### src/rtl/riscv_loader_pkg.sv
// Shared types and widths for the riscv external-memory bring-up loader.
package riscv_loader_pkg;

  localparam int MEM_ADDR_W  = 9;
  localparam int WORD_W      = 32;
  localparam int DEBUG_SEL_W = 5;

  typedef enum logic [2:0] {
    ST_IDLE,
    ST_COLLECT,
    ST_WRITE,
    ST_CORE_RST,
    ST_RUN,
    ST_DONE
  } loader_state_t;

  // Order in which host words fill one load slot.
  typedef enum logic [1:0] {
    W_INST1,
    W_INST2,
    W_DATA1,
    W_DATA2
  } word_idx_t;

endpackage

### src/rtl/debug_probe.sv
// Debug-register read: latches the select, waits DBG_LAT cycles, then captures
// the core's debug output and pulses valid for one cycle.
module debug_probe
  import riscv_loader_pkg::*;
#(
  parameter int DBG_LAT = 1
) (
  input  logic                   clk,
  input  logic                   reset,
  input  logic                   enable,
  input  logic                   abort,
  input  logic                   req,
  input  logic [DEBUG_SEL_W-1:0] sel,
  input  logic [WORD_W-1:0]      debug_output,
  output logic [DEBUG_SEL_W-1:0] debug_sel,
  output logic                   valid,
  output logic [WORD_W-1:0]      data
);

  localparam int LAT_W = (DBG_LAT > 1) ? $clog2(DBG_LAT) : 1;
  localparam logic [LAT_W-1:0] LAT_LAST = LAT_W'(DBG_LAT - 1);

  logic             pending;
  logic [LAT_W-1:0] lat_cnt;

  always_ff @(posedge clk or negedge reset) begin
    if (!reset) begin
      debug_sel <= '0;
      valid     <= 1'b0;
      data      <= '0;
      pending   <= 1'b0;
      lat_cnt   <= '0;
    end else if (abort) begin
      // Drop any in-flight read; the select keeps its last value.
      valid   <= 1'b0;
      pending <= 1'b0;
      lat_cnt <= '0;
    end else begin
      valid <= 1'b0;
      if (pending) begin
        if (lat_cnt == LAT_LAST) begin
          data    <= debug_output;
          valid   <= 1'b1;
          pending <= 1'b0;
        end else begin
          lat_cnt <= lat_cnt + 1'b1;
        end
      end else if (enable && req) begin
        debug_sel <= sel;
        pending   <= 1'b1;
        lat_cnt   <= '0;
      end
    end
  end

endmodule

### src/rtl/ex_mem_loader.sv
// Bring-up controller: streams host words into the core's instruction/data
// memories, then sequences core reset release, a bounded run and debug reads.
module ex_mem_loader
  import riscv_loader_pkg::*;
#(
  parameter int ADDR_STEP  = 2,
  parameter int RST_CYCLES = 2,
  parameter int DBG_LAT    = 1,
  parameter int CNT_W      = 16
) (
  input  logic                   clk,
  input  logic                   reset,
  input  logic                   start,
  input  logic                   abort,
  input  logic [CNT_W-1:0]       num_slots,
  input  logic [CNT_W-1:0]       run_cycles,
  input  logic                   wr_valid,
  output logic                   wr_ready,
  input  logic [WORD_W-1:0]      wr_data,
  input  logic                   halt_req,
  input  logic                   dbg_req,
  input  logic [DEBUG_SEL_W-1:0] dbg_sel,
  output logic                   dbg_valid,
  output logic [WORD_W-1:0]      dbg_data,
  output logic                   busy,
  output logic                   done,
  output logic                   core_reset,
  output logic                   enable_load_ex_mem,
  output logic                   enable_halt,
  output logic [MEM_ADDR_W-1:0]  InstExMemAddress,
  output logic [MEM_ADDR_W-1:0]  DataExMemAddress,
  output logic [WORD_W-1:0]      InstExMemData1,
  output logic [WORD_W-1:0]      InstExMemData2,
  output logic [WORD_W-1:0]      DataExMemData1,
  output logic [WORD_W-1:0]      DataExMemData2,
  output logic [DEBUG_SEL_W-1:0] DebugSel,
  input  logic [WORD_W-1:0]      DebugOutput
);

  localparam int RST_W = (RST_CYCLES > 1) ? $clog2(RST_CYCLES) : 1;
  localparam logic [RST_W-1:0] RST_LAST = RST_W'(RST_CYCLES - 1);

  // Host stream handshake: a word transfers on a rising edge where
  // wr_valid and wr_ready are both high; wr_data must hold while wr_valid
  // is high and unaccepted.
  loader_state_t       state;
  word_idx_t           word_idx;
  logic [CNT_W-1:0]    num_q;
  logic [CNT_W-1:0]    run_q;
  logic [CNT_W-1:0]    slot_cnt;
  logic [CNT_W-1:0]    slot_next;
  logic [CNT_W-1:0]    run_cnt;
  logic [CNT_W-1:0]    run_next;
  logic [RST_W-1:0]    rst_cnt;
  logic [MEM_ADDR_W-1:0] slot_addr;
  logic                handshake;
  logic                dbg_enable;

  assign handshake  = wr_valid & wr_ready;
  assign slot_next  = slot_cnt + 1'b1;
  assign run_next   = run_cnt + 1'b1;
  assign slot_addr  = MEM_ADDR_W'(32'(slot_cnt) * 32'(ADDR_STEP));
  assign dbg_enable = (state == ST_RUN) || (state == ST_DONE);

  always_ff @(posedge clk or negedge reset) begin
    if (!reset) begin
      state              <= ST_IDLE;
      word_idx           <= W_INST1;
      core_reset         <= 1'b1;
      busy               <= 1'b0;
      done               <= 1'b0;
      wr_ready           <= 1'b0;
      enable_load_ex_mem <= 1'b0;
      enable_halt        <= 1'b0;
      InstExMemAddress   <= '0;
      DataExMemAddress   <= '0;
      InstExMemData1     <= '0;
      InstExMemData2     <= '0;
      DataExMemData1     <= '0;
      DataExMemData2     <= '0;
      num_q              <= '0;
      run_q              <= '0;
      slot_cnt           <= '0;
      run_cnt            <= '0;
      rst_cnt            <= '0;
    end else if (abort) begin
      state              <= ST_IDLE;
      core_reset         <= 1'b1;
      busy               <= 1'b0;
      done               <= 1'b0;
      wr_ready           <= 1'b0;
      enable_load_ex_mem <= 1'b0;
      enable_halt        <= 1'b0;
    end else begin
      case (state)
        ST_IDLE, ST_DONE: begin
          if (start) begin
            num_q       <= num_slots;
            run_q       <= run_cycles;
            core_reset  <= 1'b1;
            done        <= 1'b0;
            enable_halt <= 1'b0;
            busy        <= 1'b1;
            slot_cnt    <= '0;
            rst_cnt     <= '0;
            word_idx    <= W_INST1;
            if (num_slots == '0) begin
              state <= ST_CORE_RST;
            end else begin
              state    <= ST_COLLECT;
              wr_ready <= 1'b1;
            end
          end
        end
        ST_COLLECT: begin
          if (handshake) begin
            case (word_idx)
              W_INST1: InstExMemData1 <= wr_data;
              W_INST2: InstExMemData2 <= wr_data;
              W_DATA1: DataExMemData1 <= wr_data;
              default: DataExMemData2 <= wr_data;
            endcase
            word_idx <= word_idx_t'(word_idx + 2'd1);
            // Ready drops with the 4th word so nothing is over-accepted.
            if (word_idx == W_DATA2) begin
              wr_ready           <= 1'b0;
              enable_load_ex_mem <= 1'b1;
              InstExMemAddress   <= slot_addr;
              DataExMemAddress   <= slot_addr;
              state              <= ST_WRITE;
            end
          end
        end
        ST_WRITE: begin
          enable_load_ex_mem <= 1'b0;
          slot_cnt           <= slot_next;
          word_idx           <= W_INST1;
          if (slot_next == num_q) begin
            state   <= ST_CORE_RST;
            rst_cnt <= '0;
          end else begin
            state    <= ST_COLLECT;
            wr_ready <= 1'b1;
          end
        end
        ST_CORE_RST: begin
          if (rst_cnt == RST_LAST) begin
            state      <= ST_RUN;
            core_reset <= 1'b0;
            run_cnt    <= '0;
          end else begin
            rst_cnt <= rst_cnt + 1'b1;
          end
        end
        ST_RUN: begin
          enable_halt <= halt_req;
          // Only unhalted cycles count toward the run budget; 0 = unlimited.
          if (!enable_halt) begin
            run_cnt <= run_next;
            if ((run_q != '0) && (run_next == run_q)) begin
              state       <= ST_DONE;
              enable_halt <= 1'b1;
              done        <= 1'b1;
              busy        <= 1'b0;
            end
          end
        end
        default: state <= ST_IDLE;
      endcase
    end
  end

  debug_probe #(
    .DBG_LAT (DBG_LAT)
  ) u_debug_probe (
    .clk          (clk),
    .reset        (reset),
    .enable       (dbg_enable),
    .abort        (abort),
    .req          (dbg_req),
    .sel          (dbg_sel),
    .debug_output (DebugOutput),
    .debug_sel    (DebugSel),
    .valid        (dbg_valid),
    .data         (dbg_data)
  );

endmodule

### config.mk
export PLATFORM = sky130hd
export DESIGN_NAME = ex_mem_loader
export DESIGN_NICKNAME = d
export VERILOG_FILES = /design/src/rtl/riscv_loader_pkg.sv /design/src/rtl/debug_probe.sv /design/src/rtl/ex_mem_loader.sv
export SDC_FILE = /design/constraint.sdc
export NUM_CORES = 1
export LEC_CHECK = 0
export ABC_AREA = 1
export CAP_MARGIN = 20
export CELL_PAD_IN_SITES_DETAIL_PLACEMENT = 0
export CELL_PAD_IN_SITES_GLOBAL_PLACEMENT = 1
export CORE_ASPECT_RATIO = 1.2
export CORE_MARGIN = 2
export CORE_UTILIZATION = 24
export CTS_BUF_LIST = sky130_fd_sc_hd__clkbuf_8
export DETAILED_ROUTE_END_ITERATION = 6
export HOLD_SLACK_MARGIN = 0.08
export PLACE_DENSITY_LB_ADDON = 0.1
export SYNTH_ARGS = -nofsm -noshare
export SYNTH_HDL_FRONTEND = slang
export SYNTH_SLANG_ARGS = --single-unit
### constraint.sdc
create_clock -name clk -period 3.6 [get_ports clk]
set_input_delay 1.08 -clock clk [delete_from_list [all_inputs] [get_ports clk]]
set_output_delay 1.08 -clock clk [all_outputs]
set_load 0.1 [all_outputs]
==> metrics <==
outcome completed; Initial Utilization 24.2%; most frequent cells in the layout nand2_1 (409), dfrtp_1 (250), buf_4 (201), inv_1 (128), o21ai_0 (124); HP Class input pin to asynchronous set/reset pin; # IOs 298; Worst-Margin Slew 0.654 ns; routability cong. ~0.76; Pwr Total 0.0144 W; worst setup path category input pin to flip-flop; post-route minimum period 2.68 ns; synthesis-stage register bit count 251; Max VDD drop 0.000598 V; yosys warns 0; hpwl dp 26400 um; Die Width 200 um; Clk Latency, worst-skew pair 0.61 ns; Area Overhead vs Synth 36.9%; slew margin rel. 56.2%; CP max stage cell clkdlybuf4s50_1; std cell rows 86; CTS Buf Count 47; Fin. Hold Viols 0; CTS Hold Bufs 0; first-pass GRT wire length 57100 um; RSZ-0062 raised after global routing false; vias per std cell 4.19; clock sink total between 200 and 300; max-capacitance violation count 0; Main synth FF type dfrtp_1; WL per Instance 16.3 um; core area 45700 um2; most common cell after layout, fill and taps aside nand2_1; Final period util 74.5%; setup bufs post-CTS 0; Max stage delay on crit path 0.62 ns; initial antenna violation count 2; Cell Chain, Critical Path clkdlybuf4s50_1 > nor2_1 > nand3_2 > buf_12 > o21ai_0; total grt overflow 0; CP startpoint kind input pin; WL final 36300 um; clock buffer depth 3; Post-synth EDFFs 0; via count about 9.4k; CP Data Required Time 4.11 ns; Avg Synthesized Cell Area 8.64 um2; Port Buffers a little under 300; fmax 373 MHz; Global Route Usage Sum 15.6%; Resized Gates After CTS 0; CTS tree yes; root buffer cell clkbuf_8; DRC viols 0; final setup TNS 0 ns; synthesized instance count 1279; 1st-pass router iterations 4; final slew viol count 0; Clock Pin Slew Worst Setup and Hold Paths 0.06 ns; P_leak around 7.6 nW; fraction of layout cells with a size suffix above 1 just over 20%; Die ar. 47800 um2; Post-layout nets 1706; CP max FO 32; remaining antenna violation count 0; pwr/cell area approximately 950 nW/um2; Layout Skew 0.0231 ns; crit end category flip-flop; Worst EP arrival roughly 3.2 ns; 1st-iter DRT viols 291; post-synth cell types 39; number of global-route vias before repair 9828; CTS H-tree lvls 2; sequential cell area fraction in the yosys report 56.8%; Async SR Flop Fraction 100%; Die Y ~240 um; cell area after synthesis 11100 um2; largest net degree at the start of global routing 65; ant diodes 0; final count of negative-setup-slack endpoints 0
[cells in the mapped netlist (2+ instances only)]
cell type    n  area (um2)
inv_2        7        26.3
o21ai_0    124         621
dfrtp_1    250        6260
nor4_1       2        12.5
nand3_1     56         280
clkbuf_1    28         105
nor2_4       6        67.6
buf_4       12        90.1
nand2_4      2        22.5
inv_1      110         413
xor2_1       4        35.0
mux2_2       8        90.1
buf_2       13        65.1
nand4_1     13        81.3
nand3b_1    11        82.6
nand2_2      8        50.1
nor2_1      91         342
o21ai_1      5        25.0
nand2_1    410        1540
o22ai_1     25         156
a21oi_1     50         250
nor2_2      13        81.3
nor3_4       2        32.5
nand3_2      8        80.1
ha_1         7        87.6
[through the flow]
stage	utilization [%]	setup slack (ns)	cell area, um2	hold slack (ns)	instances
5_1_grt	33.1	0.721	15100	0.417	2234
6_report	33.1	0.917	15100	0.425	2234
3_5_place_dp	31.3	0.245	14300	0.460	2158
2_1_floorplan	-	1.18	11100	0.453	1280
4_1_cts	33.1	0.942	15100	0.404	2234
3_3_place_gp	31.3	0.288	14300	0.458	2158
[routing by layer]
layer	up-vias	global-route usage (%)	share of wire, %
li1	4706	-	-
met1	4369	17.9	40
met2	211	26.5	49
met3	60	6.48	8.7
met4	4	4.26	2.1
met5	-	0	0.074
[flip-flops by register name, indices dropped and copies added (netlist names), 8 cells and up]
signal and count:
DataExMemData1 32, DataExMemData2 32, InstExMemData1 32, InstExMemData2 32
u_debug_probe.data 32, num_q 16, run_cnt 16, run_q 16
slot_cnt 16, DataExMemAddress 8
[critical path, delay by kind of cell]
kind,cells,cell delay [ns]
buf+inv,2,0.94
simple gates,2,0.96
compound gates,1,0.19
[cells by family after synthesis]
logic type | synth area share [%]
compound gates | 9.92
xor+xnor | 0.883
fa+ha+maj | 0.792
buf+inv | 6.37
flops | 56.8
mux | 0.815
other cells | 0.0339
simple gates | 24.4
[report_power, final]
group          switching (W)  total [W]  internal [W]
Sequential          0.000605    0.00428       0.00368
Combinational        0.00592    0.00750       0.00158
Clock                0.00125    0.00258       0.00133
[final cells by class]
class	count	area, um2
Clock buffer	53	729
Clock inverter	23	110
Fill cell	4906	30600
Inverter	118	444
Multi-Input combinational cell	858	4080
Sequential cell	251	6280
Tap cell	616	771
Timing Repair Buffer	315	2730
[worst paths after layout]
check / from / to / slack [ns] / cells past startpoint
worst max-delay path: abort / DataExMemData1[24] / 0.92 / 5
worst min-delay path: reset / DataExMemAddress[6] / 0.42 / 1
worst max register to register: run_cnt[0] / done / 1.32 / 14
worst min register to register: u_debug_probe.data[24] / u_debug_probe.data[24] / 0.47 / 2
max in group asynchronous: reset / DataExMemData1[29] / 2.36 / 2
min in group clk: u_debug_probe.data[24] / u_debug_probe.data[24] / 0.47 / 2
Power figures use the tool's default switching activity.
